--- config.mk ---
export PLATFORM = sky130hd
export DESIGN_NAME = fetch_branch_ctrl
export DESIGN_NICKNAME = d
export VERILOG_FILES = /design/src/rtl/fetch_branch_ctrl_pkg.sv /design/src/rtl/fetch_branch_ctrl_pre_decode.sv /design/src/rtl/fetch_branch_ctrl.sv
export SDC_FILE = /design/constraint.sdc
export NUM_CORES = 1
export LEC_CHECK = 0
export ABC_AREA = 1
export CAP_MARGIN = 40
export CORE_MARGIN = 1.5
export CORE_UTILIZATION = 46
export DETAILED_ROUTE_END_ITERATION = 10
export GPL_ROUTABILITY_DRIVEN = 0
export GPL_TIMING_DRIVEN = 1
export HOLD_SLACK_MARGIN = 0.15
export PLACE_DENSITY = 0.85
export SLEW_MARGIN = 20
export SYNTH_ARGS = -nofsm -noshare
export SYNTH_HDL_FRONTEND = slang
export SYNTH_SLANG_ARGS = --single-unit
--- constraint.sdc ---
create_clock -name clock -period 2 [get_ports clock]
set_clock_uncertainty 0.1 [all_clocks]
set_input_delay 0.4 -clock clock [delete_from_list [all_inputs] [get_ports clock]]
set_output_delay 0.4 -clock clock [all_outputs]
set_load 0.02 [all_outputs]
--- src/rtl/fetch_branch_ctrl_pkg.sv ---
// Shared constants for the fetch/branch sequencer: RV32 control-flow opcodes,
// reset PC default and the fetch FSM state encoding.
package fetch_branch_ctrl_pkg;

  localparam logic [31:0] RESET_PC_DEFAULT = 32'h8000_0000;

  localparam logic [6:0] OPCODE_BRANCH = 7'b1100011;
  localparam logic [6:0] OPCODE_JAL    = 7'b1101111;
  localparam logic [6:0] OPCODE_JALR   = 7'b1100111;

  localparam logic [2:0] FUNCT3_BEQ  = 3'b000;
  localparam logic [2:0] FUNCT3_BNE  = 3'b001;
  localparam logic [2:0] FUNCT3_BLT  = 3'b100;
  localparam logic [2:0] FUNCT3_BGE  = 3'b101;
  localparam logic [2:0] FUNCT3_BLTU = 3'b110;
  localparam logic [2:0] FUNCT3_BGEU = 3'b111;
  localparam logic [2:0] FUNCT3_JALR = 3'b000;

  typedef enum logic [2:0] {
    FB_BOOT     = 3'd0,
    FB_REQ      = 3'd1,
    FB_WAIT_RSP = 3'd2,
    FB_HOLD     = 3'd3,
    FB_WAIT_BR  = 3'd4
  } fb_state_e;

  function automatic logic [31:0] pc_plus4(input logic [31:0] pc);
    return pc + 32'd4;
  endfunction

endpackage

--- src/rtl/fetch_branch_ctrl_pre_decode.sv ---
// Flags conditional branches (beq..bgeu), jal and jalr in a raw instruction word.
module fetch_branch_ctrl_pre_decode
  import fetch_branch_ctrl_pkg::*;
(
  input  logic [31:0] inst_i,
  output logic        branch_inst_o
);

  logic [6:0] opcode;
  logic [2:0] funct3;
  logic       unused_fields;

  assign opcode        = inst_i[6:0];
  assign funct3        = inst_i[14:12];
  assign unused_fields = ^{inst_i[31:15], inst_i[11:7]};

  always_comb begin
    branch_inst_o = 1'b0;
    case (opcode)
      OPCODE_BRANCH: begin
        case (funct3)
          FUNCT3_BEQ, FUNCT3_BNE, FUNCT3_BLT,
          FUNCT3_BGE, FUNCT3_BLTU, FUNCT3_BGEU: branch_inst_o = 1'b1;
          default:                              branch_inst_o = 1'b0;
        endcase
      end
      OPCODE_JAL:  branch_inst_o = 1'b1;
      OPCODE_JALR: branch_inst_o = (funct3 == FUNCT3_JALR);
      default:     branch_inst_o = 1'b0;
    endcase
  end

endmodule

--- src/rtl/fetch_branch_ctrl.sv ---
// Fetch-side PC sequencer: one outstanding fetch at a time, stalls after any
// control-flow instruction until execute reports the resolved next PC.
module fetch_branch_ctrl
  import fetch_branch_ctrl_pkg::*;
#(
  parameter logic [31:0] RESET_PC = RESET_PC_DEFAULT
) (
  input  logic        clock,
  input  logic        reset,
  output logic        req_valid_o,
  input  logic        req_ready_i,
  output logic [31:0] req_addr_o,
  input  logic        rsp_valid_i,
  input  logic [31:0] rsp_data_i,
  output logic        out_valid_o,
  input  logic        out_ready_i,
  output logic [31:0] out_inst_o,
  output logic [31:0] out_pc_o,
  input  logic        redirect_valid_i,
  input  logic        redirect_taken_i,
  input  logic [31:0] redirect_target_i,
  output logic        br_stall_o
);

  fb_state_e   state_q, state_d;
  logic [31:0] pc_q, pc_d;
  logic [31:0] inst_q, inst_d;
  logic [31:0] out_pc_q, out_pc_d;
  logic        is_br_q, is_br_d;
  logic        rsp_is_br;
  logic        unused_target_lsbs;

  assign unused_target_lsbs = ^redirect_target_i[1:0];

  fetch_branch_ctrl_pre_decode u_pre_decode (
    .inst_i        (rsp_data_i),
    .branch_inst_o (rsp_is_br)
  );

  always_ff @(posedge clock or negedge reset) begin
    if (!reset) begin
      state_q <= FB_BOOT;
    end else begin
      state_q <= state_d;
    end
  end

  always_comb begin
    state_d = FB_BOOT;
    case (state_q)
      FB_BOOT:     state_d = FB_REQ;
      FB_REQ:      state_d = req_ready_i ? FB_WAIT_RSP : FB_REQ;
      FB_WAIT_RSP: state_d = rsp_valid_i ? FB_HOLD : FB_WAIT_RSP;
      FB_HOLD: begin
        if (out_ready_i) begin
          state_d = is_br_q ? FB_WAIT_BR : FB_REQ;
        end else begin
          state_d = FB_HOLD;
        end
      end
      FB_WAIT_BR:  state_d = redirect_valid_i ? FB_REQ : FB_WAIT_BR;
      default:     state_d = FB_BOOT;
    endcase
  end

  always_comb begin
    req_valid_o = (state_q == FB_REQ);
    out_valid_o = (state_q == FB_HOLD);
    br_stall_o  = (state_q == FB_WAIT_BR);
  end

  // Datapath only moves on the handshakes of the state that owns it, so
  // stray pulses in other states leave pc and outputs untouched.
  always_comb begin
    pc_d     = pc_q;
    inst_d   = inst_q;
    out_pc_d = out_pc_q;
    is_br_d  = is_br_q;
    case (state_q)
      FB_WAIT_RSP: begin
        if (rsp_valid_i) begin
          inst_d   = rsp_data_i;
          out_pc_d = pc_q;
          is_br_d  = rsp_is_br;
        end
      end
      FB_HOLD: begin
        if (out_ready_i && !is_br_q) begin
          pc_d = pc_plus4(pc_q);
        end
      end
      FB_WAIT_BR: begin
        if (redirect_valid_i) begin
          pc_d = redirect_taken_i ? {redirect_target_i[31:2], 2'b00} : pc_plus4(pc_q);
        end
      end
      default: ;
    endcase
  end

  always_ff @(posedge clock or negedge reset) begin
    if (!reset) begin
      pc_q     <= RESET_PC;
      inst_q   <= '0;
      out_pc_q <= '0;
      is_br_q  <= 1'b0;
    end else begin
      pc_q     <= pc_d;
      inst_q   <= inst_d;
      out_pc_q <= out_pc_d;
      is_br_q  <= is_br_d;
    end
  end

  assign req_addr_o = pc_q;
  assign out_inst_o = inst_q;
  assign out_pc_o   = out_pc_q;

endmodule

==> reports/metrics.csv, run 1 <==
metric;value;unit
largest family of logic cells by synthesized area;simple AND/OR/NAND/NOR gates;
Setup-failing EPs final;0;
PwrDens;1340;nW/um^2
Post-Synth XOR/XNOR Area;0;
mux contribution to synthesized area;0;
Initial Util;0.474;
max-cap violation count;0;
Area Overhead vs Synth;41.9;%
Syn. warnings;0;
Clock Tree Buf Depth;2;
WHS;0.384;ns
worst hold path class;input pin to async pin;
Worst R2R End;req_addr_o[28];
Netlist cell types;32;
Clock Latency Late Sink;0.37;ns
H-tree Lvls;3;
RSZ-0062 raised after global routing;no;
FF+latch count, synth;96;
Routed WL;14700;microns
Die Span Y;106;microns
Slew Limit Fails;0;
Port Buffer Count;163;
TritonCTS clock tree;yes;
kind of critical path;flip-flop to output port;
post-layout net count;904;
Final period util;0.983;
Post-CTS Setup Bufs;0;
cells on worst reg2reg path;10;
critical path buffer and inverter count;1;
share of the synthesized area in the top cell type;0.483;
drt first-iter violations;498;
worst path required time;1.50;ns
crit path time final;1.97;ns
initial antenna violation count;0;
Post-DP HPWL;10800;microns
fmax;0.509;GHz
CTS Root Cell;clkbuf_8;
DRC errors left;0;
crit path launch;req_addr_o[11];
core footprint;10400;sq um
first-pass GRT wire length;23200;microns
via count;5070;
max incr delay on CP;0.65;ns
fin area;6980;sq um
Simple-Gate Fraction of Synth Area;0.322;
Post-Synth Adder-Cell Area;0.00254;
DIE WIDTH;106;microns
die area;11300;sq um
layout cells sized above 1;0.0609;
WL per Instance;15.1;microns
Worst-path clk slew;0.09;ns
Final Hold Viols;0;
I/O Pins;170;
Num CTS Buffers;9;
gr usage total;0.263;
synth top area cells;dfrtp_1 (48%), nand2_1 (20%), o21ai_0 (6.5%);
Critical Path End Type;output port;
GR Overflow Total;0;
vias in the first global route;4872;
status;finished, final reports clean;
final setup TNS;0;ns
Pleak;3.58;nW
post-route ant nets;0;
largest net degree at the start of global routing;47;
Max VDD drop;750;uV
ANT cells;0;
Post-Syn Area;4920;sq um
critical-path cell list;clkdlybuf4s50_1;
Critical Path Start Type;flip-flop;
Placed Area;6740;sq um
register area share after synthesis;0.489;
Synth Area in Compound Gates;0.0982;
utilization after layout;0.673;
CP endpoint;req_addr_o[11];
WP depth;1;
Worst EP arrival;1.47;ns
drt via density;5.21;
worst r2r src;req_addr_o[3];
cell type with the largest total area after synthesis;dfrtp_1;
cell count after synthesis;668;
FP Rows;37;
Clock Sinks;96;
CP top delay family;buffers and inverters;
DRT Pass-1 Iters;5;
Avg Cell Area, Syn;7.36;sq um
r2r setup slk;0.18;ns
Slowest-stage cell, CP;clkdlybuf4s50_1;
worst-path maximum fanout;5;
## layout by cell type (no fill, tap or decap), types with 2 or more instances in the layout
cell	instances
inv_2	2
buf_4	9
a21oi_1	16
or2_2	2
or2_0	4
nand2_2	2
nand3_1	41
nand3_2	2
clkbuf_8	11
dlymetal6s2s_1	19
buf_12	6
clkdlybuf4s50_1	136
inv_1	63
clkbuf_1	2
dfrtp_1	95
o21ai_1	7
nand2_1	268
nor2_1	48
clkinv_2	2
nand4_1	2
o22ai_1	4
clkbuf_2	2
dlygate4sd2_1	4
o21ai_0	64
nor2_4	3
conb_1	4
nor2_2	4
## sequential cells by signal, indices dropped and copies added (netlist names)
| name | cells |
|---|---|
| is_br_q | 1 |
| req_addr_o | 30 |
| out_pc_o | 30 |
| state_q | 3 |
| out_inst_o | 32 |
## worst min-delay path by stage
stage | end | start
6_report | out_inst_o[26] | reset
5_1_grt | out_inst_o[25] | reset
4_1_cts | out_inst_o[26] | reset
3_5_place_dp | out_inst_o[26] | reset
3_3_place_gp | out_inst_o[26] | reset
2_1_floorplan | is_br_q | reset
## final cells by class
type | count | area, sq um
fill | 863 | 3390
sequential | 96 | 2400
multi-input combinational | 481 | 2110
timing repair buffer | 178 | 1850
inverter | 66 | 248
tap | 136 | 170
clock buffer | 13 | 159
clock inverter | 3 | 40.0
## metal layers
| metal | vias up | global-route usage | wire length [microns] |
|---|---|---|---|
| met3 | 41 | 0.0454 | 1120 |
| met5 | - | 0 | 0 |
| met2 | 267 | 0.438 | 7090 |
| met4 | 0 | 0.116 | 474 |
| met1 | 2346 | 0.336 | 5970 |
| li1 | 2416 | - | - |
## power by group
group / total (mW) / switching (mW) / internal (mW)
Sequential: 3.45 / 0.710 / 2.74
Combinational: 4.63 / 2.61 / 2.02
Clock: 1.31 / 0.663 / 0.645
## Yosys cell counts, drive strengths merged
| cell type | n |
|---|---|
| dfrtp | 95 |
| nand3b | 1 |
| nand3 | 44 |
| conb | 1 |
| o2111ai | 1 |
| or2 | 6 |
| inv | 65 |
| o21ai | 71 |
| nand2 | 271 |
| clkinv | 1 |
| o22ai | 4 |
| ha | 1 |
| dfstp | 1 |
| nand4 | 2 |
| clkbuf | 7 |
| nor3 | 3 |
| o211ai | 1 |
| a31oi | 1 |
| buf | 21 |
| nor2 | 55 |
| a21oi | 16 |
## cell families after synthesis
| kind of cell | after synthesis |
|---|---|
| AOI/OAI and AO/OA | 94 |
| adders and majority gates | 1 |
| and+or+nand+nor | 382 |
| buffers and inverters | 94 |
| DFF | 96 |
| other | 1 |
## per-stage QoR
step	power, mW	cells	setup WS, ns
final	9.39	973	0.0338
after global routing	9.99	973	0.00231
after CTS	9.44	973	0.00451
after detailed placement	8.14	956	0.0707
after global placement	7.96	956	0.0951
after floorplan	5.78	671	0.299
## repair_timing
action	in CTS	in global routing
endpoints found under the setup margin	7	22
hold endpoints to repair	49	0
hold buffers	1	0
gates resized for setup	10	22
Power figures use the tool's default switching activity.
==> run 2: changes to the inputs <==
--- a/config.mk
+++ b/config.mk
@@ -10,7 +10,6 @@
 export CORE_MARGIN = 1.5
 export CORE_UTILIZATION = 46
 export DETAILED_ROUTE_END_ITERATION = 10
-export GPL_ROUTABILITY_DRIVEN = 0
 export GPL_TIMING_DRIVEN = 1
 export HOLD_SLACK_MARGIN = 0.15
 export PLACE_DENSITY = 0.85
==> reports/metrics.csv, run 2 (synthesis results as in run 1) <==
metric;value;unit
status;finished, final reports clean;
Sequential Power Share;0.364;
DRT Pass-1 Iters;7;
Routed WL;14700;microns
Post-DP HPWL;11100;microns
Port Buffer Count;163;
Slowest-stage cell, CP;clkdlybuf4s50_1;
drt first-iter violations;318;
Pint;5.46;mW
final setup TNS;0;ns
critical-path cell list;clkdlybuf4s50_1;
CTS Root Cell;clkbuf_8;
layout cells sized above 1;0.0644;
gr usage total;0.264;
Pleak;3.56;nW
worst-path maximum fanout;4;
most frequent cells in the layout;nand2_1 (268), clkdlybuf4s50_1 (134), dfrtp_1 (95);
kind of critical path;flip-flop to output port;
Max VDD drop;587;uV
Final GP Congestion;0.899;
post-layout net count;906;
Critical Path End Type;output port;
Power, Total;9.46;mW
Multi-input gate area;2110;sq um
RSZ-0062 raised after global routing;no;
Final Hold Viols;0;
ANT cells;0;
die area;11300;sq um
I/O Pins;170;
FP Rows;37;
PwrDens;1350;nW/um^2
Initial Util;0.474;
r2r setup slk;0.22;ns
Die Span Y;106;microns
Clock Tree Buf Depth;2;
worst hold path startpoint;out_inst_o[17];
Critical Path Start Type;flip-flop;
crit path time final;1.98;ns
core footprint;10400;sq um
post-route ant nets;0;
DRC errors left;0;
GR Overflow Total;0;
Clk pwr share;0.150;
CP endpoint;req_addr_o[23];
H-tree Lvls;3;
Comb power frac;0.486;
drt via density;5.10;
Final period util;0.990;
TritonCTS clock tree;yes;
Largest register FFs;32;
initial antenna violation count;0;
NetSw;4.00;mW
Worst-path clk slew;0.10;ns
worst r2r src;req_addr_o[2];
Net Sw Frac;0.423;
Clock Sinks;96;
Slew Limit Fails;0;
WL per Instance;15.1;microns
CP top delay family;buffers and inverters;
commonest non-fill, non-tap cell in the layout;nand2_1;
Worst EP arrival;1.48;ns
fill count;885;
Num CTS Buffers;9;
Area Overhead vs Synth;42.3;%
critical path buffer and inverter count;1;
max incr delay on CP;0.65;ns
crit path launch;req_addr_o[23];
cells on worst reg2reg path;10;
largest net degree at the start of global routing;44;
fmax;0.505;GHz
max-cap violation count;0;
WP depth;1;
worst hold path class;flip-flop to flip-flop;
vias in the first global route;4794;
Post-CTS Setup Bufs;0;
worst path required time;1.50;ns
DIE WIDTH;106;microns
first-pass GRT wire length;23400;microns
Worst R2R End;req_addr_o[28];
Storage cell area;2400;sq um
via count;4976;
Clock Latency Late Sink;0.37;ns
Setup-failing EPs final;0;
==> run 2: changes by cell type in the layout (fill, tap and decap cells not counted), moves of 2 or more <==
cell / delta
dlygate4sd2_1: +3
clkinv_2: -2
clkinvlp_4: +3
clkdlybuf4s50_1: -2
clkbuf_8: -2
buf_4: +3
==> run 2: what timing repair did <==
item                                   4_1_cts  5_1_grt
hold buffers                                 1        0
endpoints found under the hold margin       27        0
resized for setup                           12       22
setup endpoints to repair                   10       21
==> run 2: worst min-delay path by stage <==
stage | end | slack [ns] | cells past startpoint
final | out_inst_o[17] | 0.39 | 2
after CTS | out_inst_o[23] | 0.39 | 2
after global placement | out_inst_o[23] | 0.25 | 1
after global routing | req_addr_o[31] | 0.41 | 2
after detailed placement | out_inst_o[23] | 0.25 | 1
after floorplan | is_br_q | 0.004 | 0
==> run 2: area by class of cell <==
type	count	share of cell area
sequential	96	0.343
multi-input combinational	481	0.302
timing repair buffer	180	0.264
inverter	66	0.0354
tap	136	0.0243
clock buffer	10	0.0182
clock inverter	6	0.0130
==> run 2: power groups by stage <==
| stage | clock network [mW] | logic, mW | registers [mW] |
|---|---|---|---|
| after floorplan | 0 | 1.50 | 4.28 |
| after global placement | 0 | 4.55 | 3.42 |
| after detailed placement | 0 | 4.67 | 3.47 |
| after CTS | 1.45 | 4.64 | 3.43 |
| after global routing | 1.52 | 4.97 | 3.54 |
| final | 1.42 | 4.59 | 3.44 |
==> run 2: metrics by stage <==
step	cells	setup slack, ns	hold WS (ns)	util	instance area, sq um
finish	975	0.0197	0.385	0.675	7000
global route	975	0.000340	0.414	0.675	7000
CTS	975	-0.00236	0.392	0.671	6960
detailed placement	958	0.0672	0.247	0.650	6740
global placement	958	0.0904	0.247	0.650	6740
floorplan	671	0.299	0.00441	-	4930
==> run 2: layer usage <==
metal | wire, microns | track usage | vias up | share of wire
met5 | 0 | 0 | - | 0
met4 | 272 | 0.0933 | 0 | 0.019
met3 | 917 | 0.0356 | 23 | 0.062
met2 | 7200 | 0.454 | 191 | 0.49
met1 | 6310 | 0.341 | 2340 | 0.43
li1 | - | - | 2422 | -
==> run 3: changes to the inputs <==
==> constraint.sdc (replaced) <==
create_clock -name clock -period 2 [get_ports clock]
set_clock_uncertainty 0.1 [all_clocks]
set_input_delay 0.6 -clock clock [delete_from_list [all_inputs] [get_ports clock]]
set_output_delay 0.6 -clock clock [all_outputs]
set_load 0.02 [all_outputs]
==> reports/metrics.csv, run 3 (synthesis results as in run 1) <==
metric;value;unit
PwrDens;1290;nW/um^2
H-tree Lvls;3;
Initial Util;0.474;
I/O Pins;170;
GR Util met1;0.344;
DRC errors left;0;
WP depth;5;
Area Overhead vs Synth;44.5;%
Largest register FFs;32;
Max VDD drop;628;uV
max-cap violation count;0;
hold path cells;2;
DIE WIDTH;106;microns
failing checks;setup timing;
post-layout net count;932;
Final GP Congestion;0.920;
Worst EP arrival;1.30;ns
Final period util;1.00;
first-pass GRT wire length;24000;microns
Setup-failing EPs final;1;
Routed WL;15000;microns
Multi-input gate area;2120;sq um
busiest layer in global routing;met2;
Num CTS Buffers;9;
CTS Root Cell;clkbuf_8;
r2r setup slk;0.18;ns
Port Buffer Count;163;
fill count;903;
DRT Pass-1 Iters;5;
Slowest-stage cell, CP;dfrtp_1;
Slew Limit Fails;0;
drt via density;5.11;
Post-DP HPWL;11300;microns
critical-path cell list;buf_6 > nor2_4 > nand2_2 > inv_2 > buf_6;
worst hold path class;flip-flop to flip-flop;
cells on worst reg2reg path;10;
CP top delay family;flip-flops;
most used cell, CP;buf_6;
Clock Tree Buf Depth;2;
worst-path maximum fanout;4;
gr usage total;0.272;
post-route ant nets;0;
GR Layer Usage met3;0.0454;
ANT cells;0;
drt first-iter violations;389;
Critical Path Start Type;flip-flop;
Clock Sinks;96;
FP Rows;37;
via count;5117;
final setup TNS;-0.00111;ns
commonest non-fill, non-tap cell in the layout;nand2_1;
Die Span Y;106;microns
kind of critical path;flip-flop to output port;
Pleak;3.71;nW
Final Hold Viols;0;
Storage cell area;2410;sq um
largest net degree at the start of global routing;53;
worst setup margin;-0.00111;ns
critical path buffer and inverter count;3;
Worst-path clk slew;0.10;ns
initial antenna violation count;0;
max incr delay on CP;0.45;ns
RSZ-0062 raised after global routing;yes;
WL per Instance;15.0;microns
die area;11300;sq um
Power, Total;9.17;mW
TritonCTS clock tree;yes;
GR Overflow Total;0;
status;complete, but fails checks;
worst path required time;1.30;ns
Clock Latency Late Sink;0.37;ns
core footprint;10400;sq um
fmax;0.500;GHz
vias in the first global route;5063;
layout cells sized above 1;0.101;
crit path time final;2.00;ns
met2 Use GR;0.474;
most frequent cells in the layout;nand2_1 (267), dfrtp_1 (93), dlygate4sd2_1 (91);
Critical Path End Type;output port;
## run 3: cell types whose count changed in the layout (fill, tap and decap cells not counted), sizes merged, moves of 2 or more
cell / previous run / this run
dlygate4sd2: 7 / 91
clkdlybuf4s50: 134 / 67
buf: 17 / 46
dlymetal6s2s: 18 / 0
clkbuf: 12 / 10
## run 3: per-layer routing
layer,routed length (microns),vias to the layer above
met3,1050,22
met1,6320,2410
met5,0,-
li1,-,2471
met2,7410,214
met4,247,0
## run 3: report_power, final
group | switching (mW) | total [mW] | internal, mW | leakage [nW]
registers | 0.606 | 3.34 | 2.74 | 1.24
clock network | 0.763 | 1.40 | 0.633 | 0.103
logic | 2.71 | 4.43 | 1.72 | 2.36
total | 4.08 | 9.17 | 5.09 | 3.71
## run 3: area by class of cell
cell class                 count  share of cell area
clock buffer                  10              0.0194
multi-input combinational    481               0.298
sequential                    96               0.339
tap                          136              0.0239
timing repair buffer         206               0.274
inverter                      66              0.0349
clock inverter                 6              0.0107
## run 3: worst min-delay path, delay by kind of cell (launching register included)
| kind | cells | cell delay [ns] |
|---|---|---|
| DFF | 1 | 0.35 |
| and+or+nand+nor | 2 | 0.11 |
## run 3: metrics by stage
stage / util / hold slack [ns] / instance area (sq um) / instances / worst slack, ns
floorplan: - / 0.204 / 4930 / 671 / 0.299
detailed placement: 0.671 / 0.366 / 6960 / 981 / -0.0893
global route: 0.685 / 0.400 / 7110 / 1001 / -0.0628
global placement: 0.671 / 0.360 / 6960 / 981 / -0.0653
finish: 0.685 / 0.385 / 7110 / 1001 / -0.00111
CTS: 0.684 / 0.386 / 7100 / 1000 / 0.000875
## run 3: repair_timing
item                       CTS  global route
pin swaps                    0             0
setup endpoints to repair   95             5
hold endpoints to repair    28             0
hold buffers                 1             0
resized for setup          114             2
setup buffers                2             1
## run 3: worst paths after layout
kind	startpoint	endpoint
max	state_q[1]	br_stall_o
min	out_inst_o[11]	out_inst_o[11]
max reg2reg	req_addr_o[3]	req_addr_o[28]
min reg2reg	out_inst_o[11]	out_inst_o[11]
max in group asynchronous	reset	req_addr_o[3]
min in group asynchronous	reset	out_pc_o[14]
